--- config.mk ---
export PLATFORM = sky130hd
export DESIGN_NAME = booth_mul_iter
export DESIGN_NICKNAME = d
export VERILOG_FILES = /design/src/rtl/booth_mul_iter.sv
export SDC_FILE = /design/constraint.sdc
export NUM_CORES = 1
export LEC_CHECK = 0
export ABC_AREA = 1
export BUFFER_PORTS_ARGS = -buffer_cell sky130_fd_sc_hd__buf_2
export CAP_MARGIN = 20
export CORE_UTILIZATION = 60
export CTS_CLUSTER_DIAMETER = 150
export DETAILED_ROUTE_END_ITERATION = 8
export GPL_ROUTABILITY_DRIVEN = 0
export PLACE_DENSITY = 0.8
export SLEW_MARGIN = 40
export SYNTH_ARGS = -nofsm -noshare
export SYNTH_HDL_FRONTEND = slang
export SYNTH_SLANG_ARGS = --single-unit
--- constraint.sdc ---
create_clock -name clk -period 25.5 [get_ports clk]
set_input_delay 3.825 -clock clk [delete_from_list [all_inputs] [get_ports clk]]
set_output_delay 3.825 -clock clk [all_outputs]
set_load 0.05 [all_outputs]
--- src/rtl/booth_mul_iter.sv ---
// Iterative radix-4 Booth multiplier: one Booth digit per clock into a 2*WIDTH accumulator.
// Define BOOTH_MUL_EARLY_EXIT_EN to finish as soon as the remaining multiplier digits are all zero.
module booth_mul_iter #(
  parameter int WIDTH = 32
) (
  input  logic               clk,
  input  logic               reset,
  input  logic               in_valid,
  output logic               in_ready,
  input  logic               in_signed,
  input  logic [WIDTH-1:0]   in_a,
  input  logic [WIDTH-1:0]   in_b,
  input  logic               cancel,
  output logic               out_valid,
  input  logic               out_ready,
  output logic [2*WIDTH-1:0] out_prod,
  output logic               busy
);

  localparam int N     = (WIDTH + 2) / 2;
  localparam int CNT_W = (N > 1) ? $clog2(N) : 1;
  localparam int PW    = 2 * WIDTH;
  localparam int YW    = WIDTH + 3;
  localparam logic [CNT_W-1:0] LAST = CNT_W'(N - 1);

  typedef enum logic [1:0] {
    IDLE = 2'd0,
    CALC = 2'd1,
    DONE = 2'd2
  } state_t;

  typedef struct packed {
    logic nz;
    logic two;
    logic neg;
  } digit_t;

  state_t               state_q, state_d;
  logic [CNT_W-1:0]     cnt_q, cnt_d;
  logic signed [PW-1:0] x_q, x_d;
  logic signed [PW-1:0] acc_q, acc_d;
  logic signed [PW-1:0] prod_q, prod_d;
  logic [YW-1:0]        y_q, y_d;
  logic                 ext;
  digit_t               dig;
  logic signed [PW-1:0] acc_sum;
  logic                 exit_now;

  function automatic digit_t booth_decode(input logic [2:0] win);
    digit_t d;
    d.nz  = (win != 3'b000) && (win != 3'b111);
    d.two = (win == 3'b011) || (win == 3'b100);
    d.neg = win[2] && d.nz;
    return d;
  endfunction

  // Returns the magnitude term, already inverted for negative digits; the +1 comes in as carry.
  function automatic logic signed [PW-1:0] booth_addend(input digit_t d,
                                                        input logic signed [PW-1:0] x);
    logic signed [PW-1:0] mag;
    mag = d.two ? (x <<< 1) : x;
    if (!d.nz) begin
      mag = '0;
    end
    return d.neg ? ~mag : mag;
  endfunction

  // x_q and y_q shift by one digit per step, so the live window is always y_q[2:0].
  assign ext     = in_signed & in_b[WIDTH-1];
  assign dig     = booth_decode(y_q[2:0]);
  assign acc_sum = acc_q + booth_addend(dig, x_q) + {{(PW-1){1'b0}}, dig.neg};

`ifdef BOOTH_MUL_EARLY_EXIT_EN
  // y_q is shifted with sign fill, so y_q[WIDTH+1:0] uniform means every remaining digit is zero.
  assign exit_now = (&y_q[WIDTH+1:0]) | ~(|y_q[WIDTH+1:0]);
`else
  assign exit_now = 1'b0;
`endif

  always_comb begin
    state_d = state_q;
    cnt_d   = cnt_q;
    x_d     = x_q;
    y_d     = y_q;
    acc_d   = acc_q;
    prod_d  = prod_q;
    if (cancel) begin
      state_d = IDLE;
    end else begin
      case (state_q)
        IDLE: begin
          if (in_valid) begin
            x_d     = {{WIDTH{in_signed & in_a[WIDTH-1]}}, in_a};
            y_d     = {ext, ext, in_b, 1'b0};
            acc_d   = '0;
            cnt_d   = '0;
            state_d = CALC;
          end
        end
        CALC: begin
          if (exit_now) begin
            prod_d  = acc_q;
            state_d = DONE;
          end else begin
            acc_d = acc_sum;
            x_d   = x_q <<< 2;
            y_d   = {y_q[YW-1], y_q[YW-1], y_q[YW-1:2]};
            cnt_d = cnt_q + CNT_W'(1);
            if (cnt_q == LAST) begin
              prod_d  = acc_sum;
              state_d = DONE;
            end
          end
        end
        DONE: begin
          if (out_ready) begin
            state_d = IDLE;
          end
        end
        default: state_d = IDLE;
      endcase
    end
  end

  always_ff @(posedge clk) begin
    if (reset) begin
      state_q <= IDLE;
      cnt_q   <= '0;
      acc_q   <= '0;
      prod_q  <= '0;
    end else begin
      state_q <= state_d;
      cnt_q   <= cnt_d;
      acc_q   <= acc_d;
      prod_q  <= prod_d;
    end
  end

  // Operand shift registers are pure data and are always reloaded on accept.
  always_ff @(posedge clk) begin
    x_q <= x_d;
    y_q <= y_d;
  end

  assign in_ready  = (state_q == IDLE);
  assign busy      = (state_q != IDLE);
  assign out_valid = (state_q == DONE);
  assign out_prod  = prod_q;

endmodule

==> results of run 1 <==
per-stage QoR:
step / total power [mW] / utilization [%] / setup slack [ns] / cell area [um^2]
6_report: 1.02 / 68.3 / 20.04 / 17200
5_1_grt: 1.06 / 68.3 / 19.86 / 17200
4_1_cts: 1.02 / 68.2 / 19.84 / 17200
3_5_place_dp: 0.629 / 64.7 / 19.32 / 16300
3_3_place_gp: 0.624 / 64.4 / 19.45 / 16200
2_1_floorplan: 0.571 / - / 13.29 / 15400
cell usage in the layout (no fill, tap or decap), types with 63 or more instances in the layout:
master | synthesis | routed
nand2_1 | 545 | 544
xnor2_1 | 72 | 72
nor2_1 | 217 | 216
dfxtp_1 | 135 | 135
a21oi_1 | 197 | 197
ha_1 | 70 | 70
inv_1 | 289 | 286
o21ai_0 | 180 | 180
edfxtp_1 | 99 | 99
nand3_1 | 64 | 63
buf_2 | 26 | 135
critical path: cells and delay by family:
family	cells	cell delay [ns]
AOI/OAI and AO/OA	2	0.42
buffers and inverters	5	1.44
and+or+nand+nor	2	0.24
worst paths after layout:
kind / from / to / slack (ns) / cells past startpoint
worst min-delay path: acc_q[11]$_SDFFE_PP0P_ / acc_q[11]$_SDFFE_PP0P_ / 0.47 / 2
worst max register to register: y_q[0]$_SDFFCE_PN0P_ / out_prod[59]$_SDFFE_PP0P_ / 20.47 / 21
worst max-delay path: cancel / out_prod[53]$_SDFFE_PP0P_ / 20.04 / 9
worst min register to register: acc_q[11]$_SDFFE_PP0P_ / acc_q[11]$_SDFFE_PP0P_ / 0.47 / 2
logic make-up (layout without fill, tap and decap cells):
family	after synthesis	in the layout	synth area share [%]
adder cells (fa/ha/maj)	71	71	5.82
AO/OA/AOI/OAI	493	493	18.0
buffers and inverters	382	490	9.67
AND/OR/NAND/NOR	904	904	24.0
flip-flops	234	234	36.9
XOR/XNOR	100	100	5.69
per-layer routing:
| metal | track usage [%] | share of wire [%] |
|---|---|---|
| met1 | 46.8 | 42 |
| met2 | 50.3 | 42 |
| met3 | 7.46 | 12 |
| met4 | 12.9 | 4.3 |
| met5 | 0 | 0.023 |
cell type report:
cell class                      instances  area [um^2]  share of cell area, %
Multi-Input combinational cell       1568         8270                   48.1
Sequential cell                       234         5680                   33.0
Inverter                              296         1110                   6.46
Timing Repair Buffer                  148          837                   4.86
Clock buffer                           33          749                   4.36
Tap cell                              330          413                   2.40
Clock inverter                         13          146                  0.851
registers in the layout, indices dropped and copies added, names as in the netlist:
name / cells
acc_q: 64
cnt_q: 5
state_q: 2
y_q: 35
x_q: 64
out_prod: 64
power groups by stage:
stage	clock [mW]	sequential (mW)	combinational, mW
2_1_floorplan	0	0.420	0.151
3_3_place_gp	0	0.420	0.204
3_5_place_dp	0	0.420	0.209
4_1_cts	0.392	0.412	0.211
5_1_grt	0.405	0.414	0.239
6_report	0.389	0.412	0.217
==> flow_summary.ini, run 1 <==
[floorplan]
start_util_pct = 61.2
die_h_um = 162
dieArea_um2 = 26300
core_region_area_um2 = 25200
die_w_um = 162
rows = 58
io_pins = 137

[synth]
yosysMostFrequentCell = nand2_1
yosysWarnings = 0
syn_nets = 2325
synth-seq-area-share_pct = 36.9
syn-cell-area_um2 = 15400
ys_async_sr_fraction_pct = 0
syn_inst = 2184
synth-seq-cells = 234
yosysTopAreaCell = edfxtp_1
synth.area.top_cells = edfxtp_1 (19%), dfxtp_1 (18%), nand2_1 (13%), inv_1 (7.0%), a21oi_1 (6.4%)
ys_types = 45
synth_edf_count = 99
yosysTopAreaCellShare_pct = 19.3
ys.flop_type = dfxtp_1
synth_commonest_cells = nand2_1 (545), inv_1 (289), nor2_1 (217)
synth_area_per_cell_um2 = 7.05

[cells_and_area]
drive_gt1_share_pct = 10.6
antenna_cells = 0
nets = 2415
fillCellCount = 2167
instances_no_fill = 2622
area_delta_synth_final_pct = 11.7

[sta]
min_period_ns = 5.46
finalCritPeriodShare_pct = 21.4
slew-limit-headroom_pct = 47.3
hold_violations = 0
fmax_mhz = 183
finalMaxSlewViolations = 0
setup-tns-final_ns = 0
hold_slack_ns = 0.472
worst_pin_slew_ns = 0.791
setup_violations = 0
rsz0062_at_grt = false
finClkSkew_ns = 0.0316

[cts]
numCtsBuffers = 26
cts_hold_buf = 0
cts.sinks = 234
post_cts_buffers = 0
cts_buffer_depth = 3
clkTransAtPathRegs_ns = 0.06
worstSkewPairLatency_ns = 0.56
cts_tree = built
clockRootBuffer = clkbuf_16
cts-resized-gates = 0
htreeDepth = 1

[global_route]
grt_max_degree = 112
grt_pass1_vias = 13600
antenna_found_initial = 1
grt_overflow_total = 0
track_usage_pct = 33.5
grt_pass1_wl_um = 70200

[power_and_ir_drop]
pwr-share-clk_pct = 38.2
combPwrFrac_pct = 21.3
swShare_pct = 30.9
p_seq_share_pct = 40.5
p_switching_mw = 0.315
p_leak_nw = 7.97
ir_drop_mv = 0.0542
p_per_area_nw_per_um2 = 59.2
p_int_mw = 0.704

[status]
outcome = complete, no violations

[critical_path]
cp-end-kind = flip-flop
start_kind = input pin
path_cells = buf_2 > nor2_4 > buf_4 > inv_2 > nor2_4 > buf_6 > o21ai_0 > a21o_1 > inv_1
crit_fanout = 92
required_ns = 26.01
slowest_delay_ns = 0.57
critPathSlowestCell = buf_4
critPathArrivalTime_ns = 5.97
crit_top_cell = nor2_4
crit_type = in -> reg

[route]
vias_per_cell = 5.66
avgRoutedWirePerCell_um = 16.7
drt_iter0_markers = 1884
drt-pass1-iter-count = 9
drc_errors = 0
final_antenna_net_count = 0
vias = 14800
finalWirelength_um = 43800

[placed_design]
portBuffers = 136
hpwlAfterDp_um = 32300
post-place-cells = 2575

[job]
drv_cap = 0

[hold_path]
worstHoldPathType = reg -> reg
Power figures use the tool's default switching activity.
==> run 2, diff against run 1 <==
--- a/config.mk
+++ b/config.mk
@@ -5,14 +5,14 @@
 export SDC_FILE = /design/constraint.sdc
 export NUM_CORES = 1
 export LEC_CHECK = 0
-export ABC_AREA = 1
+export ABC_AREA = 0
 export BUFFER_PORTS_ARGS = -buffer_cell sky130_fd_sc_hd__buf_2
 export CAP_MARGIN = 20
 export CORE_UTILIZATION = 60
 export CTS_CLUSTER_DIAMETER = 150
 export DETAILED_ROUTE_END_ITERATION = 8
 export GPL_ROUTABILITY_DRIVEN = 0
-export PLACE_DENSITY = 0.8
+export PLACE_DENSITY = 0.81
 export SLEW_MARGIN = 40
 export SYNTH_ARGS = -nofsm -noshare
 export SYNTH_HDL_FRONTEND = slang
==> constraint.sdc (replaced) <==
create_clock -name clk -period 5.3 [get_ports clk]
set_input_delay 0.795 -clock clk [delete_from_list [all_inputs] [get_ports clk]]
set_output_delay 0.795 -clock clk [all_outputs]
set_load 0.05 [all_outputs]
==> run 2 against run 1 <==
Compared with the run above:
- sequential power increased to 4.9 times the previous value
- register-to-register slack worse by 20 ns
- routed wire length shrank 14%
- largest cell class unchanged
- clock skew fell by 0.020 ns
- first-iteration DRC count is 35% lower
- die area decreased by 7.3%
==> flow_summary.ini, run 2 <==
[power_and_ir_drop]
ir_drop_mv = 0.243
power.total_mw = 4.50
p_leak_nw = 6.89
p_per_area_nw_per_um2 = 282

[global_route]
antenna_found_initial = 0
grt_pass1_vias = 11700
track_usage_pct = 30.4
grt_overflow_total = 0
grt_pass1_wl_um = 59500
grt_max_degree = 96

[floorplan]
dieArea_um2 = 24400
core_region_area_um2 = 23400
io_pins = 137
die_h_um = 156
start_util_pct = 60.9
rows = 56
die_w_um = 156

[synth]
synth_commonest_cells = nand2_1 (365), dfxtp_1 (135), a21oi_1 (130)
yosysMostFrequentCell = nand2_1
synth.area.top_cells = edfxtp_1 (21%), dfxtp_1 (19%), nand2_1 (9.6%), ha_1 (6.1%), xor2_1 (5.6%)
yosysTopAreaCell = edfxtp_1
synth_area_per_cell_um2 = 8.36
syn-cell-area_um2 = 14300
syn_inst = 1706
synth_edf_count = 99
ys_types = 74
synth-seq-cells = 234
syn_nets = 1847
ys.flop_type = dfxtp_1
yosysTopAreaCellShare_pct = 20.8
ys_async_sr_fraction_pct = 0
synth-seq-area-share_pct = 39.8
yosysWarnings = 0

[cts]
cts-resized-gates = 0
clkTransAtPathRegs_ns = 0.07
cts.sinks = 234
post_cts_buffers = 0
worstSkewPairLatency_ns = 0.54
cts_buffer_depth = 3
numCtsBuffers = 25
cts_tree = built
cts_hold_buf = 0
clockRootBuffer = clkbuf_16
htreeDepth = 1

[route]
drt_iter0_markers = 1216
avgRoutedWirePerCell_um = 17.8
drt-pass1-iter-count = 8
final_antenna_net_count = 0
vias_per_cell = 6.17
vias = 13000
finalWirelength_um = 37500
drc_errors = 0

[cells_and_area]
fillCellCount = 1927
area_delta_synth_final_pct = 12.1
drive_gt1_share_pct = 12.8
layout_commonest_cell = nand2_1
antenna_cells = 0
nets = 1912
final_cell_mix = nand2_1 (364), dfxtp_1 (135), buf_2 (135), a21oi_1 (130), o21ai_0 (126)

[sta]
rsz0062_at_grt = false
finalMaxSlewViolations = 0
setup_violations = 0
min_period_ns = 4.53
setup-tns-final_ns = 0
finClkSkew_ns = 0.0118
fmax_mhz = 221
hold_violations = 0
slew-limit-headroom_pct = 44.5
finalCritPeriodShare_pct = 85.4
worst_pin_slew_ns = 0.831

[placed_design]
portBuffers = 136
hpwlAfterDp_um = 26500

[critical_path]
cp-end-kind = flip-flop
start_kind = flip-flop
critPathArrivalTime_ns = 5.01
r2r-start = y_q[1]$_DFFE_PP_
ff2ff_setup_slack_ns = 0.77
required_ns = 5.79
crit_type = reg -> reg
crit_start = y_q[1]$_DFFE_PP_
crit_fanout = 45

[status]
outcome = complete, no violations

[job]
drv_cap = 0

[hold_path]
worstHoldPathType = reg -> reg
worstHoldStart = out_prod[41]$_SDFFE_PP0P_
-- run 2: changes by cell type after synthesis, sizes merged, moves of 40 or more --
cell and change:
a21o +40, xor2 +63, o21ai -56, nand2 -194, inv -274, o211ai -47, a22oi +88, clkbuf +53
a21oi -71, nand3 -45, nor2 -126
-- run 2: final cells by class --
| type | count | area (um^2) | area share (%) |
|---|---|---|---|
| clock inverter | 10 | 95.1 | 0.595 |
| clock buffer | 35 | 734 | 4.60 |
| sequential | 234 | 5680 | 35.5 |
| tap | 319 | 399 | 2.50 |
| multi-input combinational | 1334 | 8130 | 50.8 |
| inverter | 22 | 85.1 | 0.532 |
| timing repair buffer | 154 | 867 | 5.43 |
-- run 2: critical path: stages (launching register included) --
cell and delay, ns:
edfxtp_1 0.50, nor2_1 0.14, nand2_1 0.40, buf_12 0.35, o21ai_0 0.41, ha_1 0.36
a21oi_1 0.25, o21ai_0 0.15, a211oi_1 0.21, a211oi_1 0.12, nor3_1 0.28, a211oi_2 0.14
nor3_2 0.36, o221ai_2 0.19, or4b_1 0.50, nand3_1 0.10
-- run 2: power breakdown --
group,switching (mW),leakage (nW),internal [mW]
clock network,0.749,0.417,1.02
registers,0.0517,2.03,1.95
logic,0.471,4.44,0.254
-- run 2: path summary, 6_finish.rpt --
path | depth (start not counted) | to
worst max-delay path | 15 | out_prod[59]$_SDFFE_PP0P_
worst min register to register | 2 | out_prod[41]$_SDFFE_PP0P_
worst min-delay path | 2 | out_prod[41]$_SDFFE_PP0P_
worst max register to register | 15 | out_prod[59]$_SDFFE_PP0P_
-- run 2: routing by layer --
metal | up-vias | track usage [%] | wire length (um)
li1 | 6240 | - | -
met1 | 6034 | 42.8 | 16300
met2 | 640 | 47.9 | 16400
met3 | 86 | 4.61 | 3590
met4 | 0 | 9.90 | 1160
met5 | - | 0 | 0
-- run 2: cells by family after synthesis --
logic type,synth area share [%]
and+or+nand+nor,18.6
buffers and inverters,3.68
xor gates and xnor gates,7.80
DFF,39.8
AOI/OAI and AO/OA,23.8
adders and majority gates,6.28
-- run 2: stage by stage --
stage | hold WS (ns) | setup WS [ns] | cells | instance area, um^2 | utilization, %
floorplan | 0.432 | 1.04 | 1706 | 14300 | -
global placement | 0.436 | 1.01 | 2062 | 15100 | 64.6
detailed placement | 0.444 | 0.881 | 2063 | 15200 | 64.8
CTS | 0.450 | 0.856 | 2108 | 16000 | 68.3
global route | 0.468 | 0.473 | 2108 | 16000 | 68.3
finish | 0.446 | 0.772 | 2108 | 16000 | 68.3
